$ cat config.mk
export PLATFORM = sky130hd
export DESIGN_NAME = excp_csr_unit
export DESIGN_NICKNAME = d
export VERILOG_FILES = /design/src/rtl/excp_csr_unit_pkg.sv /design/src/rtl/csr_int_ctrl.sv /design/src/rtl/excp_csr_unit.sv
export SDC_FILE = /design/constraint.sdc
export NUM_CORES = 1
export LEC_CHECK = 0
export BUFFER_PORTS_ARGS = -buffer_cell sky130_fd_sc_hd__buf_4
export CAP_MARGIN = 20
export CORE_MARGIN = 2
export CORE_UTILIZATION = 34
export CTS_CLUSTER_DIAMETER = 40
export DETAILED_ROUTE_END_ITERATION = 12
export GPL_ROUTABILITY_DRIVEN = 0
export HOLD_SLACK_MARGIN = 0.06
export PLACE_DENSITY_LB_ADDON = 0.05
export SLEW_MARGIN = 20
export SYNTH_ARGS = -nofsm -noshare
export SYNTH_HDL_FRONTEND = slang
export SYNTH_SLANG_ARGS = --single-unit
$ cat constraint.sdc
create_clock -name clk -period 4.5 [get_ports clk]
set_clock_uncertainty 0.05 [all_clocks]
set_input_delay 0.45 -clock clk [delete_from_list [all_inputs] [get_ports clk]]
set_output_delay 0.45 -clock clk [all_outputs]
set_load 0.02 [all_outputs]
$ cat src/rtl/excp_csr_unit_pkg.sv
// rtl/excp_csr_unit_pkg.sv - shared pipeline defines: CSR addresses, exception codes, CSR write lane type
package excp_csr_unit_pkg;

    localparam logic [13:0] CSR_CRMD      = 14'h000;
    localparam logic [13:0] CSR_PRMD      = 14'h001;
    localparam logic [13:0] CSR_ECFG      = 14'h004;
    localparam logic [13:0] CSR_ESTAT     = 14'h005;
    localparam logic [13:0] CSR_ERA       = 14'h006;
    localparam logic [13:0] CSR_BADV      = 14'h007;
    localparam logic [13:0] CSR_EENTRY    = 14'h00C;
    localparam logic [13:0] CSR_TLBEHI    = 14'h011;
    localparam logic [13:0] CSR_TLBRENTRY = 14'h088;

    localparam logic [31:0] MASK_CRMD      = 32'h0000_01FF;
    localparam logic [31:0] MASK_PRMD      = 32'h0000_0007;
    localparam logic [31:0] MASK_ECFG      = 32'h0000_1BFF;
    localparam logic [31:0] MASK_ERA       = 32'hFFFF_FFFF;
    localparam logic [31:0] MASK_BADV      = 32'hFFFF_FFFF;
    localparam logic [31:0] MASK_EENTRY    = 32'hFFFF_FFC0;
    localparam logic [31:0] MASK_TLBEHI    = 32'hFFFF_E000;
    localparam logic [31:0] MASK_TLBRENTRY = 32'hFFFF_FFC0;

    localparam logic [5:0] ECODE_INT  = 6'h00;
    localparam logic [5:0] ECODE_PIL  = 6'h01;
    localparam logic [5:0] ECODE_PIS  = 6'h02;
    localparam logic [5:0] ECODE_ADE  = 6'h08;
    localparam logic [5:0] ECODE_SYS  = 6'h0B;
    localparam logic [5:0] ECODE_TLBR = 6'h3F;

    localparam logic [8:0] ESUBCODE_ADEF = 9'h000;
    localparam logic [8:0] ESUBCODE_ADEM = 9'h001;

    typedef struct packed {
        logic        we;
        logic [13:0] addr;
        logic [31:0] data;
    } csr_write_signal;

    function automatic logic [31:0] csr_merge(input logic [31:0] old_val,
                                              input logic [31:0] new_val,
                                              input logic [31:0] mask);
        return (old_val & ~mask) | (new_val & mask);
    endfunction

endpackage

$ cat src/rtl/csr_int_ctrl.sv
// rtl/csr_int_ctrl.sv - ESTAT.IS hardware sampling and registered interrupt request
module csr_int_ctrl
(
    input  logic        clk,
    input  logic        rst,
    input  logic [7:0]  i_hw_int,
    input  logic        i_ti,
    input  logic        i_ipi,
    input  logic [1:0]  i_is_sw,
    input  logic        i_crmd_ie,
    input  logic [12:0] i_ecfg_lie,
    output logic [12:2] o_is_hw,
    output logic        o_int_req
);
    logic [12:2] r_is_hw;
    logic        r_int_req;
    logic [12:0] w_is;

    assign w_is = {r_is_hw, i_is_sw};

    // Request is built from registered IS, so a new line shows up on int_req two edges later.
    always_ff @(posedge clk) begin
        if (rst) begin
            r_is_hw   <= '0;
            r_int_req <= 1'b0;
        end else begin
            r_is_hw   <= {i_ipi, i_ti, 1'b0, i_hw_int};
            r_int_req <= i_crmd_ie & (|(w_is & i_ecfg_lie));
        end
    end

    assign o_is_hw   = r_is_hw;
    assign o_int_req = r_int_req;

endmodule

$ cat src/rtl/excp_csr_unit.sv
// rtl/excp_csr_unit.sv - exception/ertn CSR state, software CSR writes and fetch redirect
module excp_csr_unit
    import excp_csr_unit_pkg::*;
(
    input  logic            clk,
    input  logic            rst,
    input  logic            excp_flush,
    input  logic            ertn_flush,
    input  logic [31:0]     csr_era,
    input  logic [5:0]      csr_ecode,
    input  logic [8:0]      csr_esubcode,
    input  logic            va_error,
    input  logic [31:0]     bad_va,
    input  logic            excp_tlbrefill,
    input  logic            excp_tlb,
    input  logic [18:0]     excp_tlb_vppn,
    input  csr_write_signal csr_w_0,
    input  csr_write_signal csr_w_1,
    input  logic [7:0]      hw_int,
    input  logic            ti,
    input  logic            ipi,
    input  logic [13:0]     raddr,
    output logic [31:0]     rdata,
    output logic            redirect_valid,
    output logic [31:0]     redirect_pc,
    output logic            int_req,
    output logic [1:0]      crmd_plv,
    output logic            crmd_da,
    output logic            crmd_pg
);
    logic [31:0] r_crmd, r_prmd, r_ecfg, r_era, r_badv, r_eentry, r_tlbehi, r_tlbrentry;
    logic [1:0]  r_estat_sw;
    logic [5:0]  r_ecode;
    logic [8:0]  r_esubcode;
    logic        r_redirect_valid;
    logic [31:0] r_redirect_pc;

    logic [31:0] w_crmd_nxt, w_prmd_nxt, w_ecfg_nxt, w_era_nxt, w_badv_nxt;
    logic [31:0] w_eentry_nxt, w_tlbehi_nxt, w_tlbrentry_nxt;
    logic [1:0]  w_estat_sw_nxt;
    logic [5:0]  w_ecode_nxt;
    logic [8:0]  w_esubcode_nxt;
    logic [12:2] w_is_hw;
    logic [31:0] w_estat;
    csr_write_signal w_lane [2];

    assign w_lane[0] = csr_w_0;
    assign w_lane[1] = csr_w_1;
    assign w_estat   = {1'b0, r_esubcode, r_ecode, 3'b000, w_is_hw, r_estat_sw};

    always_comb begin
        w_crmd_nxt      = r_crmd;
        w_prmd_nxt      = r_prmd;
        w_ecfg_nxt      = r_ecfg;
        w_era_nxt       = r_era;
        w_badv_nxt      = r_badv;
        w_eentry_nxt    = r_eentry;
        w_tlbehi_nxt    = r_tlbehi;
        w_tlbrentry_nxt = r_tlbrentry;
        w_estat_sw_nxt  = r_estat_sw;
        w_ecode_nxt     = r_ecode;
        w_esubcode_nxt  = r_esubcode;
        if (excp_flush) begin
            w_prmd_nxt      = {29'b0, r_crmd[2:0]};
            w_crmd_nxt[2:0] = 3'b000;
            if (excp_tlbrefill) begin
                w_crmd_nxt[3] = 1'b1;
                w_crmd_nxt[4] = 1'b0;
            end
            w_era_nxt      = csr_era;
            w_ecode_nxt    = csr_ecode;
            w_esubcode_nxt = csr_esubcode;
            if (va_error) w_badv_nxt = bad_va;
            if (excp_tlb) w_tlbehi_nxt = {excp_tlb_vppn, 13'b0};
        end else if (ertn_flush) begin
            w_crmd_nxt[2:0] = r_prmd[2:0];
            if (r_ecode == ECODE_TLBR) begin
                w_crmd_nxt[3] = 1'b0;
                w_crmd_nxt[4] = 1'b1;
            end
        end else begin
            // Lanes applied in order so lane 1 overrides lane 0 on a shared address.
            for (int i = 0; i < 2; i++) begin
                if (w_lane[i].we) begin
                    case (w_lane[i].addr)
                        CSR_CRMD:      w_crmd_nxt      = csr_merge(w_crmd_nxt, w_lane[i].data, MASK_CRMD);
                        CSR_PRMD:      w_prmd_nxt      = csr_merge(w_prmd_nxt, w_lane[i].data, MASK_PRMD);
                        CSR_ECFG:      w_ecfg_nxt      = csr_merge(w_ecfg_nxt, w_lane[i].data, MASK_ECFG);
                        CSR_ESTAT:     w_estat_sw_nxt  = w_lane[i].data[1:0];
                        CSR_ERA:       w_era_nxt       = csr_merge(w_era_nxt, w_lane[i].data, MASK_ERA);
                        CSR_BADV:      w_badv_nxt      = csr_merge(w_badv_nxt, w_lane[i].data, MASK_BADV);
                        CSR_EENTRY:    w_eentry_nxt    = csr_merge(w_eentry_nxt, w_lane[i].data, MASK_EENTRY);
                        CSR_TLBEHI:    w_tlbehi_nxt    = csr_merge(w_tlbehi_nxt, w_lane[i].data, MASK_TLBEHI);
                        CSR_TLBRENTRY: w_tlbrentry_nxt = csr_merge(w_tlbrentry_nxt, w_lane[i].data, MASK_TLBRENTRY);
                        default: ;
                    endcase
                end
            end
        end
    end

    always_ff @(posedge clk) begin
        if (rst) begin
            r_crmd           <= 32'h0000_0008;
            r_prmd           <= '0;
            r_ecfg           <= '0;
            r_era            <= '0;
            r_badv           <= '0;
            r_eentry         <= '0;
            r_tlbehi         <= '0;
            r_tlbrentry      <= '0;
            r_estat_sw       <= '0;
            r_ecode          <= '0;
            r_esubcode       <= '0;
            r_redirect_valid <= 1'b0;
            r_redirect_pc    <= '0;
        end else begin
            r_crmd           <= w_crmd_nxt;
            r_prmd           <= w_prmd_nxt;
            r_ecfg           <= w_ecfg_nxt;
            r_era            <= w_era_nxt;
            r_badv           <= w_badv_nxt;
            r_eentry         <= w_eentry_nxt;
            r_tlbehi         <= w_tlbehi_nxt;
            r_tlbrentry      <= w_tlbrentry_nxt;
            r_estat_sw       <= w_estat_sw_nxt;
            r_ecode          <= w_ecode_nxt;
            r_esubcode       <= w_esubcode_nxt;
            r_redirect_valid <= excp_flush | ertn_flush;
            // Targets come from pre-update state; ertn returns to the ERA held before this edge.
            if (excp_flush)
                r_redirect_pc <= excp_tlbrefill ? r_tlbrentry : r_eentry;
            else if (ertn_flush)
                r_redirect_pc <= r_era;
        end
    end

    csr_int_ctrl u_int_ctrl (
        .clk        (clk),
        .rst        (rst),
        .i_hw_int   (hw_int),
        .i_ti       (ti),
        .i_ipi      (ipi),
        .i_is_sw    (r_estat_sw),
        .i_crmd_ie  (r_crmd[2]),
        .i_ecfg_lie (r_ecfg[12:0]),
        .o_is_hw    (w_is_hw),
        .o_int_req  (int_req)
    );

    always_comb begin
        rdata = '0;
        case (raddr)
            CSR_CRMD:      rdata = r_crmd;
            CSR_PRMD:      rdata = r_prmd;
            CSR_ECFG:      rdata = r_ecfg;
            CSR_ESTAT:     rdata = w_estat;
            CSR_ERA:       rdata = r_era;
            CSR_BADV:      rdata = r_badv;
            CSR_EENTRY:    rdata = r_eentry;
            CSR_TLBEHI:    rdata = r_tlbehi;
            CSR_TLBRENTRY: rdata = r_tlbrentry;
            default:       rdata = '0;
        endcase
    end

    assign redirect_valid = r_redirect_valid;
    assign redirect_pc    = r_redirect_pc;
    assign crmd_plv       = r_crmd[1:0];
    assign crmd_da        = r_crmd[3];
    assign crmd_pg        = r_crmd[4];

endmodule
-- Yosys cells after proc, flatten, opt, wreduce, memory -nomap -nowiden
Index checks and enable logic that the tools add are counted.
- $add $sub $neg: 0
- multipliers: 0
- divide/modulo/power cells: 0
- $lt $le $gt $ge: 0
- equality and inequality tests: 30
- shift operators: 0
- mux-type cells: 66
- bitwise logic cells: 17
- reductions and logical operators: 10
- operator list (operator ; number):
    two-way mux 32 bit ; 55
    case mux 32 bit (9 select lines) ; 1
    equality test 14 x 3 -> 1 bit (second input constant) ; 12
    bitwise OR 6 x 32 -> 32 bit ; 4
    bitwise OR 13 x 32 -> 32 bit ; 2
    bitwise OR 32 x 13 -> 32 bit ; 2
    bitwise OR 32 x 3 -> 32 bit ; 2
    bitwise OR 32 x 9 -> 32 bit ; 2
    equality test 14 x 1 -> 1 bit (second input constant) ; 3
    equality test 14 x 4 -> 1 bit (second input constant) ; 3
    equality test 14 x 5 -> 1 bit (second input constant) ; 3
    equality test 14 x 8 -> 1 bit (second input constant) ; 3
    logical NOT 14 bit ; 3
    bitwise AND 13 bit ; 1
    OR reduction 13 bit ; 1
    two-way mux 2 bit ; 6
    two-way mux 5 bit ; 2
    AND reduction 2 bit ; 4
    equality test 6 bit (second input constant) ; 1
    two-way mux 3 bit ; 2
    inequality test 2 x 1 -> 1 bit (second input constant) ; 3
    inequality test 3 x 2 -> 1 bit (second input constant) ; 1
    inequality test 2 bit (second input constant) ; 1
    NOT 1 bit ; 2
    4 further kinds ; 4
- register bits after elaboration: 318
- bits in latches: 0
- RAM bits: 0
- memory bits (read-only): 0
- bits of input ports: 223
- output and inout port bits: 70
- logic and storage cells: 142
- memories kept: 0

-- Logic depth before layout (Yosys ltp)
Gate-level depths: netlist (run 1).
- depth in word-level cells: 10
- gate-level depth with buffers: 8
- mapped depth without buffers: 5

-- Hierarchy
From an unflattened synthesis (run 1), not the netlist that was laid out.
- cell total of the unflattened synthesis: 1546
- area total of the unflattened synthesis: 13027.5 sq um
- modules (own cells, without submodules) (module ; instances ; cells each ; area an instance (sq um) ; seq. area each (sq um)):
    excp_csr_unit ; 1 ; 1514 ; 12642.1 ; 4184.0
    csr_int_ctrl ; 1 ; 32 ; 385.4 ; 220.2

-- Worst setup path before layout (run 1)
Ideal clock, no wire load.
- kind: input port to output port
- start: input raddr[11]
- end: output rdata[15]
- data arrival time: 2.190 ns
- required time: 4.000 ns
- slack: 1.810 ns
- stages on the path: 6
- path buffers: 1
- path through: nor4_1 -> nand4_1 -> nor4_1 -> clkbuf_1 -> a222oi_1 -> nand2_1
- cells in the longest elaborated chain, start to end: 2
- elaborated cells between the ends (all ways): 10
- classes of those cells: eq/ne (8); mux (1); reduce/logical (1)
- ends and longest elaborated chain (element ; line ; source):
    from (decl) ; excp_csr_unit.sv:22 ; input logic [13:0] raddr,
    equality test 14 x 8 -> 1 bit (tied with other cells) ; excp_csr_unit.sv:153 ; case (raddr)
    case mux 32 bit (9 select lines) (*) ; excp_csr_unit.sv:153 ;
    to (decl) ; excp_csr_unit.sv:23 ; output logic [31:0] rdata,
Every way passes the cells marked *; elsewhere a longest branch is shown, timed or not.

-- Final worst setup path (run 1)
- start: input raddr[0]
- end: output rdata[6]
The elaborated chain is that of the path after synthesis.

==> impl_metrics.tcl, run 1 <==
set metrics [dict create \
    synth_cell_types 65 \
    cap_violations 0 \
    route.detailed.drc 0 \
    cts_resized 0 \
    fillers 3900 \
    p_per_area_mw_per_mm2 364 \
    setup_viol 0 \
    max_slew.worst_pin.slew_ps 1110 \
    setup_ws_ps 1540 \
    mappedNetlistArea_sq_mm 0.0132 \
    synth_nets 1800 \
    row_count 72 \
    gr-total-overflow 0 \
    synth_edf_count 0 \
    dpl_cell_area_sq_mm 0.0159 \
    hpwl_microns 41800 \
    multiInputGateArea_sq_mm 0.00812 \
    startpoint_type "input port" \
    synth_xor_area_share_pct 0 \
    timing.final.crit_share_pct 65.8 \
    grt_max_degree 148 \
    post-cts-setup-buffers 0 \
    grt_pass1_wl_microns 92500 \
    root_buffer "clkbuf_16" \
    grt_pass1_vias 14371 \
    wl_microns 62300 \
    syn_inst 1577 \
    clock-sinks 220 \
    power_frac_seq_pct 33.0 \
    synth_adder_area_share_pct 0 \
    p_clk_share_pct 54.9 \
    synthSimpleGateAreaFrac_pct 20.5 \
    slew_headroom_pct 25.7 \
    path_class "in2out" \
    required_ps 4000 \
    synthMuxAreaShare_pct 10.2 \
    ant_nets 0 \
    switchingPower_w 0.00168 \
    clk_latency_ps 550 \
    yosysWarnings 0 \
    drive_above_1_share_pct 30.2 \
    dr.pass1.iters 6 \
    final.setup.tns_ps 0 \
    irDropWorstVdd_uv 222 \
    drt_iter0_drc 1472 \
    rsz0062_at_grt "no" \
    design_area_sq_mm 0.0175 \
    synth_compound_area_share_pct 30.1 \
    cts.reportedPaths.clkPinSlew_ps 50 \
    worst-path-max-fanout 47 \
    die_area_sq_mm 0.0404 \
    core_sq_mm 0.0385 \
    status "completed" \
    io_pins 293 \
    wire_per_inst_microns 26.3 \
    period_minus_slack_ps 2960 \
    finalNetCount 2043 \
    cts_tree "built" \
    p_leak_nw 7.12 \
    async_flop_share_pct 0 \
    yosysSeqAreaShare_pct 33.4 \
    ys_seq_elements 220 \
    cts_hold_buf 0 \
    routed_via_density 6.09 \
    die_x_microns 201 \
    vias 14456 \
    cp_data_arrival_time_ps 2460 \
    die_y_microns 201 \
    synthFlopType "dfxtp_1" \
    antenna_found_initial 0 \
    switching_share_pct 26.3 \
    fmax_ghz 0.338 \
    min_path_type "in2reg" \
    antenna_cells 0 \
    syn_area_per_cell_sq_um 8.37 \
    hold_viol 0 \
    p_int_w 0.00469 \
    cts-htree-levels 2 \
    seq_area_sq_mm 0.00440 \
    synth_top_family_by_area "compound AO/OA/AOI/OAI gates" \
    critPathCaptureType "output pin" \
    dp_slack_ps 1260 \
    final_max_slew_viol_count 0 \
    grtUsageTotal_pct 30.0 \
    initial_core_util_pct 34.3 \
    port-buffer-count 292 \
    cts_buffers 47 \
    pwr-share-comb_pct 12.1 \
    cts_buffer_depth 3 \
    area_growth_syn_to_layout_pct 32.6 \
]
==> registers in the layout (all words and copies together) (netlist names), 6 cells and up <==
signal              flops
r_crmd                  9
r_ecfg                 12
r_tlbrentry            26
r_ecode                 6
r_era                  32
redirect_pc            32
r_badv                 32
r_esubcode              9
r_tlbehi               19
r_eentry               26
u_int_ctrl.o_is_hw     10
==> cells in the mapped netlist, types with 7 or more instances <==
cell type / count / area share (%)
a211oi_1: 84 / 4.8
a21oi_1: 93 / 3.5
a221o_1: 26 / 2.0
a221oi_1: 22 / 1.5
a222oi_1: 29 / 2.2
a22oi_1: 32 / 1.8
a31oi_1: 33 / 1.6
a32oi_1: 20 / 1.3
and2_1: 29 / 1.4
and3b_1: 36 / 2.4
buf_1: 10 / 0.28
buf_2: 10 / 0.38
clkbuf_1: 118 / 3.4
dfxtp_1: 220 / 33
inv_1: 40 / 1.1
mux2_2: 43 / 3.7
mux2i_1: 86 / 6.5
nand2_1: 165 / 4.7
nand3_1: 84 / 3.2
nand3_2: 14 / 1.1
nand4_1: 10 / 0.47
nor2_1: 92 / 2.6
nor2b_1: 11 / 0.52
nor3_1: 19 / 0.72
nor4_1: 11 / 0.52
o211ai_1: 7 / 0.40
o211ai_2: 20 / 1.9
o21ai_0: 49 / 1.9
o221a_2: 37 / 3.2
o221ai_1: 27 / 1.8
o22ai_1: 23 / 1.1
==> critical path, cell delays in order <==
cell      delay (ps)
buf_4            620
nor2_1           140
nand2_1          150
nor3_2            60
buf_4            220
a222oi_1         450
nand2_1          150
buf_4            180
==> metal layers <==
layer	GRT usage [%]	up-vias	wire length, microns	part of all wire (%)
met5	0	-	0	0
met4	10.5	0	1940	3.1
met3	5.49	115	5040	8.1
met2	46.4	680	27400	44
met1	41.7	7045	27900	45
li1	-	6616	-	-
==> cells by family after synthesis <==
family | Yosys count
simple gates | 518
mux | 129
compound gates | 522
flops | 220
buf+inv | 188
==> power groups by stage <==
stage | combinational, W | sequential, W | clock, W
global route | 0.000826 | 0.00211 | 0.00363
floorplan | 0.000365 | 0.00213 | 0
CTS | 0.000765 | 0.00210 | 0.00353
finish | 0.000771 | 0.00210 | 0.00349
detailed placement | 0.000763 | 0.00214 | 0
global placement | 0.000753 | 0.00214 | 0
==> final timing paths <==
kind,from,endpoint,slack [ps],depth (start not counted)
worst min register to register,redirect_pc[2],redirect_pc[2],420,2
worst min-delay path,hw_int[6],u_int_ctrl.o_is_hw[8],80,2
worst max register to register,r_ecode[5],r_crmd[3],2350,5
worst max-delay path,raddr[0],rdata[6],1540,8
==> cell usage in the layout, fill, tap and decap left out, types with 14 or more instances in the layout <==
cell type  count
buf_4        336
dfxtp_1      220
nand2_1      165
nor2_1        90
a21oi_1       90
mux2i_1       86
nand3_1       84
a211oi_1      84
o21ai_0       49
clkbuf_16     47
mux2_2        43
inv_1         40
o221a_2       37
and3b_1       36
a31oi_1       33
a22oi_1       32
a222oi_1      29
and2_1        29
o221ai_1      27
a221o_1       26
o22ai_1       23
a221oi_1      22
o211ai_2      20
a32oi_1       20
nor3_1        15
nand3_2       14
==> final cells by class <==
cell class	instances	share of cell area, %
Tap cell	518	3.70
Sequential cell	220	25.2
Clock inverter	25	1.58
Clock buffer	58	7.47
Inverter	42	0.901
Multi-Input combinational cell	1169	46.4
Timing Repair Buffer	340	14.8
==> per-stage QoR <==
stage | cells | utilization (%) | hold WS, ps | total power, W
global route | 2372 | 45.5 | 76.5 | 0.00656
detailed placement | 2289 | 41.4 | 405 | 0.00290
floorplan | 1577 | - | 388 | 0.00249
global placement | 2288 | 41.3 | 397 | 0.00289
CTS | 2372 | 45.5 | 69.1 | 0.00639
finish | 2372 | 45.5 | 78.6 | 0.00637
No activity file was read; power rests on OpenSTA's default activity.
==> inputs of run 2 (changes only) <==
==> constraint.sdc (replaced) <==
create_clock -name clk -period 2.93 [get_ports clk]
set_clock_uncertainty 0.05 [all_clocks]
set_input_delay 0.293 -clock clk [delete_from_list [all_inputs] [get_ports clk]]
set_output_delay 0.293 -clock clk [all_outputs]
set_load 0.02 [all_outputs]
==> impl_metrics.tcl, run 2 (synthesized netlist as in run 1, its figures left out) <==
set metrics [dict create \
    status "completed" \
    p_per_area_mw_per_mm2 501 \
    root_buffer "clkbuf_16" \
    worst-path-max-fanout 13 \
    core_sq_mm 0.0385 \
    final_common_cell "buf_4" \
    wire_per_inst_microns 24.6 \
    die_area_sq_mm 0.0404 \
    cp-endpoint "r_tlbrentry[16]" \
    multiInputGateArea_sq_mm 0.00811 \
    drive_above_1_share_pct 28.0 \
    cts_buffers 44 \
    final_cell_mix "buf_4, dfxtp_1, dlygate4sd3_1" \
    finalNetCount 2245 \
    max_slew.worst_pin.slew_ps 1140 \
    hold_viol 0 \
    final.setup.tns_ps 0 \
    cp-startpoint "csr_w_0[41]" \
    wl_microns 63500 \
    rsz0062_at_grt "no" \
    fin_hold_ws_ps 60.2 \
    die_x_microns 201 \
    route.detailed.drc 0 \
    r2r_setup_slack_ps 750 \
    initial_core_util_pct 34.3 \
    grtUsageTotal_pct 30.5 \
    row_count 72 \
    cap_violations 0 \
    cts_buffer_depth 3 \
    port-buffer-count 292 \
    clk_latency_ps 550 \
    antenna_found_initial 0 \
    period_minus_slack_ps 2700 \
    r2r_cells 7 \
    irDropWorstVdd_uv 459 \
    final_max_slew_viol_count 0 \
    startpoint_type "input port" \
    io_pins 293 \
    die_y_microns 201 \
    fillers 3673 \
    cts.reportedPaths.clkPinSlew_ps 50 \
    clock-sinks 220 \
    fin_cells 2576 \
    hpwl_microns 42800 \
    design_area_sq_mm 0.0194 \
    grt_pass1_wl_microns 95300 \
    setup_viol 0 \
    fmax_ghz 0.370 \
    r2r_end "r_era[26]" \
    dr.pass1.iters 6 \
    cts-htree-levels 2 \
    critPathCaptureType "register" \
    required_ps 3300 \
    timing.final.crit_share_pct 92.1 \
    path_class "in2reg" \
    dpl_cell_area_sq_mm 0.0161 \
    gr-total-overflow 0 \
    min_path_type "in2reg" \
    cp_data_arrival_time_ps 3070 \
    routed_via_density 5.94 \
    cts_tree "built" \
    vias 15299 \
    ant_nets 0 \
    grt_max_degree 90 \
    grt_pass1_vias 15158 \
    dp_cells 2311 \
    drt_iter0_drc 1548 \
    slew_headroom_pct 23.9 \
    final_util_pct 50.5 \
    regToRegStartpoint "r_era[26]" \
    p_leak_nw 8.01 \
    area_growth_syn_to_layout_pct 47.1 \
    seq_area_sq_mm 0.00440 \
]
==> run 2: cell count changes in the layout (fill, tap and decap cells not counted), sizes merged <==
cell,delta
buf,+23
clkbuf,-2
diode,+1
dlygate4sd3,+182
inv,+1
clkinv,-1
==> run 2: layer usage <==
metal  track usage [%]  wire length, microns  up-vias
li1                  -                     -     7016
met1              42.0                 28300     7483
met2              49.3                 29100      707
met3              5.03                  4750       93
met4              8.07                  1340        0
met5                 0                     0        -
==> run 2: worst max-delay path: stages <==
cell           delay (ps)
buf_4                 110
or4_1                 620
or4_4                 560
o41a_2                470
buf_4                 220
o211ai_1              120
nand3_1               100
dlygate4sd3_1         570
==> run 2: through the flow <==
stage / power (W) / setup slack, ps
floorplan: 0.00383 / 514
global placement: 0.00446 / 285
detailed placement: 0.00447 / 284
CTS: 0.00974 / 172
global route: 0.0100 / 91.8
finish: 0.00972 / 230
==> run 2: repair_timing <==
item | 4_1_cts | 5_1_grt
hold endpoints to repair | 178 | 0
setup endpoints to repair | 0 | 1
hold buffers | 182 | 0
resized for setup | 0 | 1
setup buffers | 0 | 0
==> run 2: cell type report <==
cell class | instances | share of cell area, %
inverters | 42 | 0.812
flip-flops and latches | 220 | 22.7
clock inverters | 25 | 1.48
repair buffers | 545 | 23.8
well taps | 518 | 3.34
multi-input cells | 1169 | 41.8
clock buffers | 56 | 6.11
diodes | 1 | 0.0129
==> run 2: worst min path at each step <==
stage / endpoint / slack (ps) / startpoint / cells after the start
2_1_floorplan: r_estat_sw[0] / 350 / csr_w_0[0] / 2
3_3_place_gp: redirect_pc[0] / 400 / redirect_pc[0] / 2
3_5_place_dp: redirect_pc[4] / 410 / redirect_pc[4] / 2
4_1_cts: r_era[1] / 60 / csr_era[1] / 4
5_1_grt: r_era[9] / 70 / csr_era[9] / 3
6_report: r_era[1] / 60 / csr_era[1] / 4
==> run 2: power by group <==
group	total, W	internal [W]	switching (W)
sequential	0.00323	0.00312	0.000108
combinational	0.00139	0.000667	0.000720
clock	0.00510	0.00331	0.00179
==> inputs of run 3 (changes only) <==
--- a/config.mk
+++ b/config.mk
@@ -14,6 +14,7 @@
 export GPL_ROUTABILITY_DRIVEN = 0
 export HOLD_SLACK_MARGIN = 0.06
 export PLACE_DENSITY_LB_ADDON = 0.05
+export RECOVER_POWER = 50
 export SLEW_MARGIN = 20
 export SYNTH_ARGS = -nofsm -noshare
 export SYNTH_HDL_FRONTEND = slang
==> impl_metrics.tcl, run 3 (synthesized netlist as in run 1, its figures left out) <==
set metrics [dict create \
    status "complete, but fails checks" \
    cp-startpoint "csr_w_0[35]" \
    required_ps 3300 \
    area_growth_syn_to_layout_pct 45.6 \
    cp_data_arrival_time_ps 3090 \
    route.detailed.drc 0 \
    grt_pass1_wl_microns 95300 \
    grt_max_degree 90 \
    die_area_sq_mm 0.0404 \
    antenna_cells 0 \
    cts_tree "built" \
    gr-total-overflow 0 \
    die_x_microns 201 \
    multiInputGateArea_sq_mm 0.00811 \
    pwr-share-comb_pct 14.1 \
    cp-endpoint "r_era[16]" \
    power_frac_seq_pct 33.3 \
    switching_share_pct 27.0 \
    fmax_ghz 0.367 \
    rsz0062_at_grt "no" \
    crit_cells 8 \
    port-buffer-count 292 \
    row_count 72 \
    max_slew.worst_pin.slew_ps 1570 \
    fillers 3724 \
    irDropWorstVdd_uv 459 \
    wl_microns 63400 \
    violations "capacitance limit, slew limit" \
    drt_iter0_drc 1697 \
    cp_cell_sequence "clkbuf_1, nor4_1, nand4_1, clkbuf_2, nand2_1, a21oi_1, a221o_1, dlygate4sd3_1" \
    final_common_cell "buf_4" \
    setup_viol 0 \
    worst-path-max-fanout 22 \
    slew_headroom_pct -5.01 \
    p_per_area_mw_per_mm2 504 \
    grtUsageTotal_pct 30.5 \
    r2r_cells 7 \
    routed_via_density 5.92 \
    crit_slowest_cell "nor4_1" \
    io_pins 293 \
    hold_viol 0 \
    initial_core_util_pct 34.3 \
    dr.pass1.iters 10 \
    cts-htree-levels 2 \
    critPathCaptureType "register" \
    clk_latency_ps 550 \
    cts_buffer_depth 3 \
    clock-sinks 220 \
    setup_ws_ps 208 \
    finalNetCount 2245 \
    cts_buffers 44 \
    ant_nets 0 \
    seq_area_sq_mm 0.00440 \
    path_class "in2reg" \
    r2r_end "r_era[26]" \
    drive_above_1_share_pct 25.6 \
    wire_per_inst_microns 24.6 \
    dp_cells 2311 \
    r2r_setup_slack_ps 760 \
    cap_violations 2 \
    dp_slack_ps 284 \
    regToRegStartpoint "r_era[26]" \
    root_buffer "clkbuf_16" \
    vias 15239 \
    core_sq_mm 0.0385 \
    die_y_microns 201 \
    fin_cells 2575 \
    hpwl_microns 42800 \
    period_minus_slack_ps 2720 \
    final.setup.tns_ps 0 \
    cts.reportedPaths.clkPinSlew_ps 50 \
    p_clk_share_pct 52.6 \
    p_leak_nw 7.83 \
    timing.final.crit_share_pct 92.9 \
    cp.buffers_inverters 3 \
    grt_pass1_vias 15158 \
    antenna_found_initial 0 \
    p_int_w 0.00708 \
    switchingPower_w 0.00261 \
    crit_family "buffers and inverters" \
    final_max_slew_viol_count 31 \
    final_cell_mix "buf_4, dfxtp_1, dlygate4sd3_1" \
    worst_path_largest_cell_delay_ps 630 \
    startpoint_type "input port" \
    min_path_type "in2reg" \
]
-- run 3: changes by cell type in the layout (fill, tap and decap cells not counted), sizes merged --
| cell | change |
|---|---|
| diode | -1 |
| dlymetal6s2s | +1 |
| clkbuf | +49 |
| buf | -50 |
-- run 3: how the worst min path moves through the flow --
stage / from / to / slack (ps) / cells past startpoint
global route: csr_era[9] / r_era[9] / 70 / 3
detailed placement: redirect_pc[4] / redirect_pc[4] / 410 / 2
floorplan: csr_w_0[0] / r_estat_sw[0] / 350 / 2
global placement: redirect_pc[0] / redirect_pc[0] / 400 / 2
CTS: csr_era[1] / r_era[1] / 60 / 4
finish: csr_era[1] / r_era[1] / 60 / 4
-- run 3: layer usage --
metal	wire (microns)	vias up	GRT usage (%)	part of all wire, %
li1	-	7019	-	-
met1	28100	7423	42.0	44
met2	29100	711	49.3	46
met3	4920	86	5.03	7.8
met4	1330	0	8.07	2.1
met5	0	-	0	0
-- run 3: worst min-delay path, delay by kind of cell --
kind	cells	cell delay, ps
AO/OA/AOI/OAI	2	200
AND/OR/NAND/NOR	1	60
buffers and inverters	1	80
-- run 3: final cells by class --
cell class	count	area share, %
well taps	518	3.37
multi-input cells	1169	42.2
inverters	42	0.820
clock buffers	56	6.17
flip-flops and latches	220	22.9
repair buffers	545	23.0
clock inverters	25	1.50
-- run 3: timing repair --
action,CTS,global route
buffers inserted,0,0
hold buffers,182,0
setup endpoints to repair,0,1
hold endpoints to repair,178,0
gates resized for setup,0,1
-- run 3: stage by stage --
stage               hold WS, ps  power (W)  util [%]  cell area, sq um
floorplan                   352    0.00383         -             13200
global placement            401    0.00446      41.8             16100
detailed placement          409    0.00447      41.8             16100
CTS                        60.1    0.00974      50.4             19400
global route               66.1    0.00998      50.0             19200
finish                     62.5    0.00969      50.0             19200
-- run 3: power by group through the flow --
stage / registers (W) / logic, W / clock network, W
after floorplan: 0.00327 / 0.000561 / 0
after global placement: 0.00328 / 0.00117 / 0
after detailed placement: 0.00328 / 0.00119 / 0
after CTS: 0.00323 / 0.00137 / 0.00514
after global routing: 0.00324 / 0.00147 / 0.00527
final: 0.00323 / 0.00137 / 0.00509
